===== src/rtl/uart_tx_fsm.sv =====
// UART serial transmitter: start bit, DATA_BITS data bits (LSB first), optional parity,
// STOP_BITS stop bits. Bit timing is taken from the shared OVERSAMPLE x baud sampling strobe.
module uart_tx_fsm #(
    parameter int DATA_BITS  = 8,
    parameter int OVERSAMPLE = 16,
    parameter int PARITY_EN  = 0,
    parameter int PARITY_ODD = 0,
    parameter int STOP_BITS  = 1
) (
    input  logic                 clk,
    input  logic                 rst_n,
    input  logic                 sampling,
    input  logic                 i_tx_start,
    input  logic [DATA_BITS-1:0] i_tx_d,
    output logic                 o_tx_d,
    output logic                 o_tx_busy,
    output logic                 o_tx_done
);

    localparam int             SW        = (OVERSAMPLE > 1) ? $clog2(OVERSAMPLE) : 1;
    localparam logic [SW-1:0]  SAMP_LAST = SW'(OVERSAMPLE - 1);
    localparam logic [3:0]     BIT_LAST  = 4'(DATA_BITS - 1);
    localparam logic [1:0]     STOP_LAST = 2'(STOP_BITS - 1);

    typedef enum logic [2:0] {IDLE, START, DATA, PARITY, STOP, DONE} state_t;

    state_t               state;
    logic [SW-1:0]        sample_cnt;
    logic [3:0]           bit_cnt;
    logic [1:0]           stop_cnt;
    logic [DATA_BITS-1:0] shift;
    logic                 parity;
    logic                 bit_end;

    assign bit_end = sampling && (sample_cnt == SAMP_LAST);

    always_ff @(posedge clk or negedge rst_n) begin
        if (!rst_n) begin
            state      <= IDLE;
            sample_cnt <= '0;
            bit_cnt    <= '0;
            stop_cnt   <= '0;
            shift      <= '0;
            parity     <= 1'b0;
            o_tx_d     <= 1'b1;
            o_tx_busy  <= 1'b0;
            o_tx_done  <= 1'b0;
        end else begin
            o_tx_done <= 1'b0;
            // Shared bit-period counter; IDLE and DONE override it back to zero below.
            if (sampling)
                sample_cnt <= bit_end ? '0 : sample_cnt + 1'b1;

            case (state)
                IDLE: begin
                    o_tx_d     <= 1'b1;
                    o_tx_busy  <= 1'b0;
                    sample_cnt <= '0;
                    if (i_tx_start) begin
                        shift     <= i_tx_d;
                        parity    <= (^i_tx_d) ^ (PARITY_ODD != 0);
                        state     <= START;
                        o_tx_d    <= 1'b0;
                        o_tx_busy <= 1'b1;
                    end
                end
                START: begin
                    if (bit_end) begin
                        state  <= DATA;
                        o_tx_d <= shift[0];
                    end
                end
                DATA: begin
                    if (bit_end) begin
                        shift <= shift >> 1;
                        if (bit_cnt == BIT_LAST) begin
                            bit_cnt <= '0;
                            if (PARITY_EN != 0) begin
                                state  <= PARITY;
                                o_tx_d <= parity;
                            end else begin
                                state  <= STOP;
                                o_tx_d <= 1'b1;
                            end
                        end else begin
                            bit_cnt <= bit_cnt + 1'b1;
                            o_tx_d  <= shift[1];
                        end
                    end
                end
                PARITY: begin
                    if (bit_end) begin
                        state  <= STOP;
                        o_tx_d <= 1'b1;
                    end
                end
                STOP: begin
                    if (bit_end) begin
                        if (stop_cnt == STOP_LAST) begin
                            stop_cnt  <= '0;
                            state     <= DONE;
                            o_tx_done <= 1'b1;
                        end else begin
                            stop_cnt <= stop_cnt + 1'b1;
                        end
                    end
                end
                DONE: begin
                    state      <= IDLE;
                    o_tx_busy  <= 1'b0;
                    sample_cnt <= '0;
                end
                default: state <= IDLE;
            endcase
        end
    end

endmodule


===== config.mk =====
export PLATFORM = sky130hd
export DESIGN_NAME = uart_tx_fsm
export DESIGN_NICKNAME = d
export VERILOG_FILES = /design/src/rtl/uart_tx_fsm.sv
export SDC_FILE = /design/constraint.sdc
export NUM_CORES = 1
export LEC_CHECK = 0
export CAP_MARGIN = 20
export CORE_ASPECT_RATIO = 1.75
export CORE_UTILIZATION = 30
export CTS_CLUSTER_SIZE = 12
export DETAILED_ROUTE_END_ITERATION = 8
export SLEW_MARGIN = 10
export SYNTH_ARGS = -nofsm -noshare
export SYNTH_HDL_FRONTEND = slang
export SYNTH_SLANG_ARGS = --single-unit

===== constraint.sdc =====
create_clock -name clk -period 1.9 [get_ports clk]
set_input_delay 0.38 -clock clk [delete_from_list [all_inputs] [get_ports clk]]
set_output_delay 0.38 -clock clk [all_outputs]
set_load 0.01 [all_outputs]

==> impl_metrics.tcl, run 1 <==
set metrics [dict create \
    top_layer "met4" \
    seqPwrFrac_pct 37.6 \
    yosysTopAreaCell "dfrtp_1" \
    cp_data_required_time_ns 1.52 \
    swShare_pct 33.5 \
    worstMarginPinSlew_ns 0.414 \
    met1Wirelength_um 1080 \
    critPathMaxStageDelay_ns 0.54 \
    finClkSkew_ns 0.00281 \
    routed_via_density 5.08 \
    drive_above_1_share_pct 26.6 \
    synthDistinctLibCells 38 \
    ys_seq_elements 24 \
    numCtsBuffers 3 \
    worstReg2RegEnd "stop_cnt[1]" \
    combPwrFrac_pct 46.3 \
    wire_per_inst_um 14.0 \
    die_h_um 89.8 \
    r2r_cells 5 \
    fin_crit_ns 1.71 \
    diodes 0 \
    synth_fp_nets 133 \
    wl_um 2640 \
    root_buffer "clkbuf_8" \
    grt_max_degree 17 \
    grtUsageTotal_pct 12.3 \
    postCtsSetupBuffers 0 \
    fin_cells 188 \
    fin_crit_sh_pct 90.2 \
    drc 0 \
    grt-ovfl-total 0 \
    die_x_um 52.2 \
    first_pass_iters 4 \
    endpoint "o_tx_d" \
    dp_cells 184 \
    powerDensity_nw_per_um2 1360 \
    slowest_stage "dfstp_2" \
    worstPathMaxFanout 2 \
    outcome "finished clean" \
    internal-power_mw 1.46 \
    vdd_ir_drop_max_mv 0.549 \
    syn_area_um2 1320 \
    first_global_vias 999 \
    area_growth_pct 22.3 \
    io_pins 15 \
    start_util_pct 31.5 \
    rsz0062_at_grt "no" \
    hpwl_um 2020 \
    clockPowerShare_pct 16.1 \
    power_mw 2.19 \
    clk_path_buf_depth 2 \
    p_sw_mw 0.735 \
    antenna_found_initial 0 \
    drv_slew 0 \
    crit_path_end_kind "output pin" \
    worst-path-stages 1 \
    io_buffer_count 14 \
    p_leak_nw 0.744 \
    hold_path.class "input pin to asynchronous set/reset pin" \
    cp_top_family "flip-flops" \
    cp.arrival_ns 1.33 \
    cts_max_level 1 \
    rrSetupSlack_ns 0.26 \
    cts.sinks 24 \
    relSlewSlack_pct 72.3 \
    synth_cells 117 \
    place_congestion 0.810 \
    critPathKind "register to output pin" \
    critPathLaunch "o_tx_d" \
    ys_warn_count 0 \
    core_um2 4190 \
    max_cap_viol_count 0 \
    num_rows 31 \
    max_freq_mhz 583 \
    drt_first_iter_violations 11 \
    ctsHoldBuffers 0 \
    yosysTopAreaCellShare_pct 43.6 \
    worstSkewPairLatency_ns 0.27 \
    finalSetupTns_ns 0 \
    syn_area_per_cell_um2 11.3 \
    startpoint_type "register" \
    route.met2.wl_um 1430 \
    antenna_left 0 \
    hold_viol 0 \
    clk_pin_slew_ns 0.09 \
    dieArea_um2 4680 \
    r2r_start "sample_cnt[0]" \
    grt_pass1_wl_um 4490 \
    synthTopCellsByArea "dfrtp_1 (44%), mux2_2 (9.4%), mux2_4 (8.0%), ha_1 (3.8%), a21oi_1 (3.0%)" \
    finalSetupViolCount 0 \
    ctsResizeCount 0 \
    yosysSeqAreaShare_pct 45.5 \
    met3WireLength_um 88 \
    cts_tree "done" \
    fin_nets 156 \
    path_buf_inv 1 \
    cp_cell_sequence "clkdlybuf4s50_1" \
    num_vias 955 \
]
[area by class of cell]
class,instances,area [um2]
Sequential cell,24,602
Clock buffer,4,55.1
Multi-Input combinational cell,79,636
Tap cell,49,61.3
Inverter,7,26.3
Fill cell,419,2570
Timing Repair Buffer,25,235
[registers in the layout, summed over array words and instances, names as in the netlist]
name,flops
bit_cnt,4
o_tx_busy,1
o_tx_d,1
o_tx_done,1
sample_cnt,4
shift,8
state,3
stop_cnt,2
[how the worst min path moves through the flow]
stage,startpoint,endpoint,slack (ns),cells past startpoint
finish,rst_n,bit_cnt[2],0.40,1
global route,rst_n,bit_cnt[2],0.43,1
CTS,rst_n,bit_cnt[3],0.42,1
detailed placement,bit_cnt[2],bit_cnt[2],0.49,1
global placement,bit_cnt[2],bit_cnt[2],0.48,1
floorplan,rst_n,bit_cnt[0],0.08,0
[metrics by stage]
| stage | cell area (um2) | setup WS, ns | utilization [%] | hold slack (ns) |
|---|---|---|---|---|
| floorplan | 1320 | 0.276 | - | 0.0844 |
| global placement | 1560 | 0.0893 | 37.2 | 0.481 |
| detailed placement | 1560 | 0.0665 | 37.2 | 0.486 |
| CTS | 1620 | 0.180 | 38.6 | 0.419 |
| global route | 1620 | 0.147 | 38.6 | 0.434 |
| finish | 1620 | 0.185 | 38.6 | 0.403 |
[cell families after synthesis]
group                    count (synthesis)  share of synthesized area [%]
buffers and inverters                   14                           6.34
flip-flops                              24                           45.5
AO/OA/AOI/OAI                           22                           10.7
multiplexers                            20                           18.8
XOR/XNOR                                 2                           1.33
AND/OR/NAND/NOR                         31                           13.4
adder cells (fa/ha/maj)                  4                           3.79
[power by group through the flow]
| stage | sequential [mW] | clock [mW] | combinational [mW] |
|---|---|---|---|
| after CTS | 0.829 | 0.357 | 1.03 |
| after detailed placement | 0.837 | 0 | 1.03 |
| after floorplan | 0.798 | 0 | 0.782 |
| after global routing | 0.852 | 0.389 | 1.11 |
| final | 0.825 | 0.353 | 1.01 |
| after global placement | 0.822 | 0 | 0.986 |
[layer usage]
layer,vias to the layer above,GRT usage [%]
li1,459,-
met1,475,13.7
met2,16,22.1
met3,5,1.52
met4,0,5.04
met5,-,0
[cell usage in the layout, fill, tap and decap left out, types with 3 or more instances in the layout]
cell type and count:
mux2_4 7, nand2_1 6, inv_1 7, ha_1 4, buf_4 10, nand3_1 4
a21oi_1 8, clkbuf_8 4, nor2_1 6, clkdlybuf4s50_1 14, o21ai_0 3, mux2_2 11
dfrtp_1 23
[synthesized netlist by cell type]
cell       count
nand3_1        4
nor3b_2        1
a22o_1         2
dfrtp_1       23
nor2_1         6
clkbuf_1       1
or4_1          1
a211oi_1       1
a21o_1         2
mux2_2        11
a41oi_1        1
nor2b_1        1
nor3b_1        2
buf_4          2
o22ai_1        2
buf_6          3
buf_2          1
nand2_1        6
a2bb2oi_1      1
o21ai_0        3
nor3_1         1
mux2_4         7
or2_2          1
dfstp_2        1
nand2b_1       2
xnor2_1        1
nand4_1        1
mux2i_1        2
a21oi_1        8
ha_1           4
nand3b_1       2
inv_1          7
o21bai_1       1
o2bb2ai_1      1
nor4b_1        1
and4_4         1
and3_1         1
xor2_1         1
Power figures use the tool's default switching activity.
==> run 2, diff against run 1 <==
==> constraint.sdc (replaced) <==
create_clock -name clk -period 1.65 [get_ports clk]
set_input_delay 0.33 -clock clk [delete_from_list [all_inputs] [get_ports clk]]
set_output_delay 0.33 -clock clk [all_outputs]
set_load 0.01 [all_outputs]
==> run 2 against run 1 <==
Net effect:
- flip-flop and latch count unchanged
- clock power increased by 47%
- core utilization rose by 1.8 points
- global-route usage up 0.54 points
- largest cell class unchanged
==> impl_metrics.tcl, run 2 (synthesis results as in run 1) <==
set metrics [dict create \
    outcome "finished clean" \
    antenna_left 0 \
    whs_ns 0.410 \
    p_sw_mw 0.872 \
    critPathMaxStageDelay_ns 0.42 \
    use_met2_pct 22.8 \
    drc 0 \
    nFillCells 395 \
    critPathKind "register to register" \
    drt_first_iter_violations 23 \
    worstMarginPinSlew_ns 0.327 \
    regArea_um2 602 \
    finalSetupViolCount 0 \
    grtUsageMet3_pct 1.69 \
    max_freq_mhz 625 \
    finalInstanceArea_um2 1690 \
    first_pass_iters 4 \
    io_buffer_count 14 \
    cts.sinks 24 \
    internal-power_mw 1.84 \
    swShare_pct 32.1 \
    path_buf_inv 1 \
    r2r_start "state[0]" \
    max_cap_viol_count 0 \
    clk_pin_slew_ns 0.09 \
    worstSkewPairLatency_ns 0.27 \
    vdd_ir_drop_max_mv 0.695 \
    busiest_layer "met2" \
    combPwrFrac_pct 45.9 \
    fin_nets 162 \
    place_congestion 0.833 \
    final_common_cell "dfrtp_1" \
    reg.largest.list "shift (8), bit_cnt (4), sample_cnt (4)" \
    hold_path.class "input pin to asynchronous set/reset pin" \
    finClkSkew_ns 0.00111 \
    clockPowerShare_pct 19.1 \
    cp_data_required_time_ns 1.81 \
    powerDensity_nw_per_um2 1610 \
    wl_um 2680 \
    drive_above_1_share_pct 31.0 \
    fin_crit_ns 1.60 \
    start_util_pct 31.5 \
    num_vias 972 \
    rrSetupSlack_ns 0.05 \
    dieArea_um2 4680 \
    grt_pass1_wl_um 4510 \
    worstReg2RegEnd "shift[1]" \
    wire_per_inst_um 13.8 \
    grtUsageTotal_pct 12.8 \
    root_buffer "clkbuf_8" \
    crit_path_end_kind "register" \
    diodes 0 \
    hold_viol 0 \
    routed_via_density 5.01 \
    area_growth_pct 27.9 \
    startpoint_type "register" \
    place_area_um2 1600 \
    r2r_cells 4 \
    cp_top_family "multiplexers" \
    numCtsBuffers 3 \
    layout_common_cells "dfrtp_1 (23), buf_4 (15), clkdlybuf4s50_1 (13)" \
    core_um2 4190 \
    cts_tree "done" \
    io_pins 15 \
    grt-ovfl-total 0 \
    first_global_vias 1050 \
    post-route-util_pct 40.4 \
    clk_path_buf_depth 2 \
    cts_max_level 1 \
    p_leak_nw 0.786 \
    die_h_um 89.8 \
    max_flop_register "shift" \
    grt_max_degree 25 \
    globalRouteMet1Util_pct 13.2 \
    cp.arrival_ns 1.76 \
    slowest_stage "dfrtp_1" \
    worstPathMaxFanout 10 \
    antenna_found_initial 0 \
    multi_input_area_um2 647 \
    ctsHoldBuffers 0 \
    die_x_um 52.2 \
    hpwl_um 2040 \
    num_rows 31 \
    cp_cell_sequence "nor3b_2 -> buf_6 -> mux2_2 -> mux2_4" \
    fin_crit_sh_pct 96.9 \
    relSlewSlack_pct 78.2 \
    seqPwrFrac_pct 35.0 \
    drv_slew 0 \
    largest_reg_flops 8 \
]
-- run 2: cell types whose count changed in the layout (fill, tap and decap cells not counted), sizes merged --
| cell | change |
|---|---|
| buf | +6 |
| bufinv | +1 |
| clkbuf | -1 |
| clkdlybuf4s50 | -1 |
| dlygate4sd2 | +1 |
-- run 2: timing repair --
action                                  4_1_cts  5_1_grt
endpoints found under the hold margin         0        0
setup buffers                                 1        0
resized for setup                             1        3
endpoints found under the setup margin        2        9
-- run 2: metrics by stage --
stage / setup WS (ns) / total power [mW] / setup TNS [ns] / cells
CTS: 0.0204 / 2.71 / 0 / 194
detailed placement: -0.122 / 2.17 / -1.12 / 189
finish: 0.0512 / 2.72 / 0 / 194
global placement: -0.109 / 2.11 / -0.928 / 189
floorplan: 0.0259 / 1.82 / 0 / 117
global route: -0.0174 / 2.92 / -0.0927 / 194
-- run 2: worst max-delay path by stage --
stage | start | to | slack, ns | cells past startpoint
global placement | i_tx_start | shift[6] | -0.11 | 5
CTS | sample_cnt[1] | stop_cnt[1] | 0.02 | 5
finish | state[0] | shift[1] | 0.05 | 4
floorplan | sample_cnt[0] | shift[0] | 0.03 | 6
detailed placement | i_tx_start | shift[5] | -0.12 | 5
global route | state[0] | shift[5] | -0.02 | 4
-- run 2: layer usage --
metal	vias to the layer above	part of all wire (%)
li1	466	-
met1	474	37
met2	25	56
met3	7	3.8
met4	0	2.8
met5	-	0
-- run 2: final cells by class --
| class | instances | share of cell area [%] |
|---|---|---|
| Multi-Input combinational cell | 79 | 38.3 |
| Sequential cell | 24 | 35.6 |
| Timing Repair Buffer | 31 | 16.7 |
| Tap cell | 49 | 3.63 |
| Clock buffer | 3 | 2.44 |
| Clock inverter | 1 | 1.78 |
| Inverter | 7 | 1.55 |
-- run 2: power by group through the flow --
stage | combinational (mW) | clock [mW] | sequential (mW)
4_1_cts | 1.23 | 0.527 | 0.948
5_1_grt | 1.38 | 0.553 | 0.984
3_3_place_gp | 1.16 | 0 | 0.956
3_5_place_dp | 1.20 | 0 | 0.969
6_report | 1.25 | 0.519 | 0.950
2_1_floorplan | 0.900 | 0 | 0.919
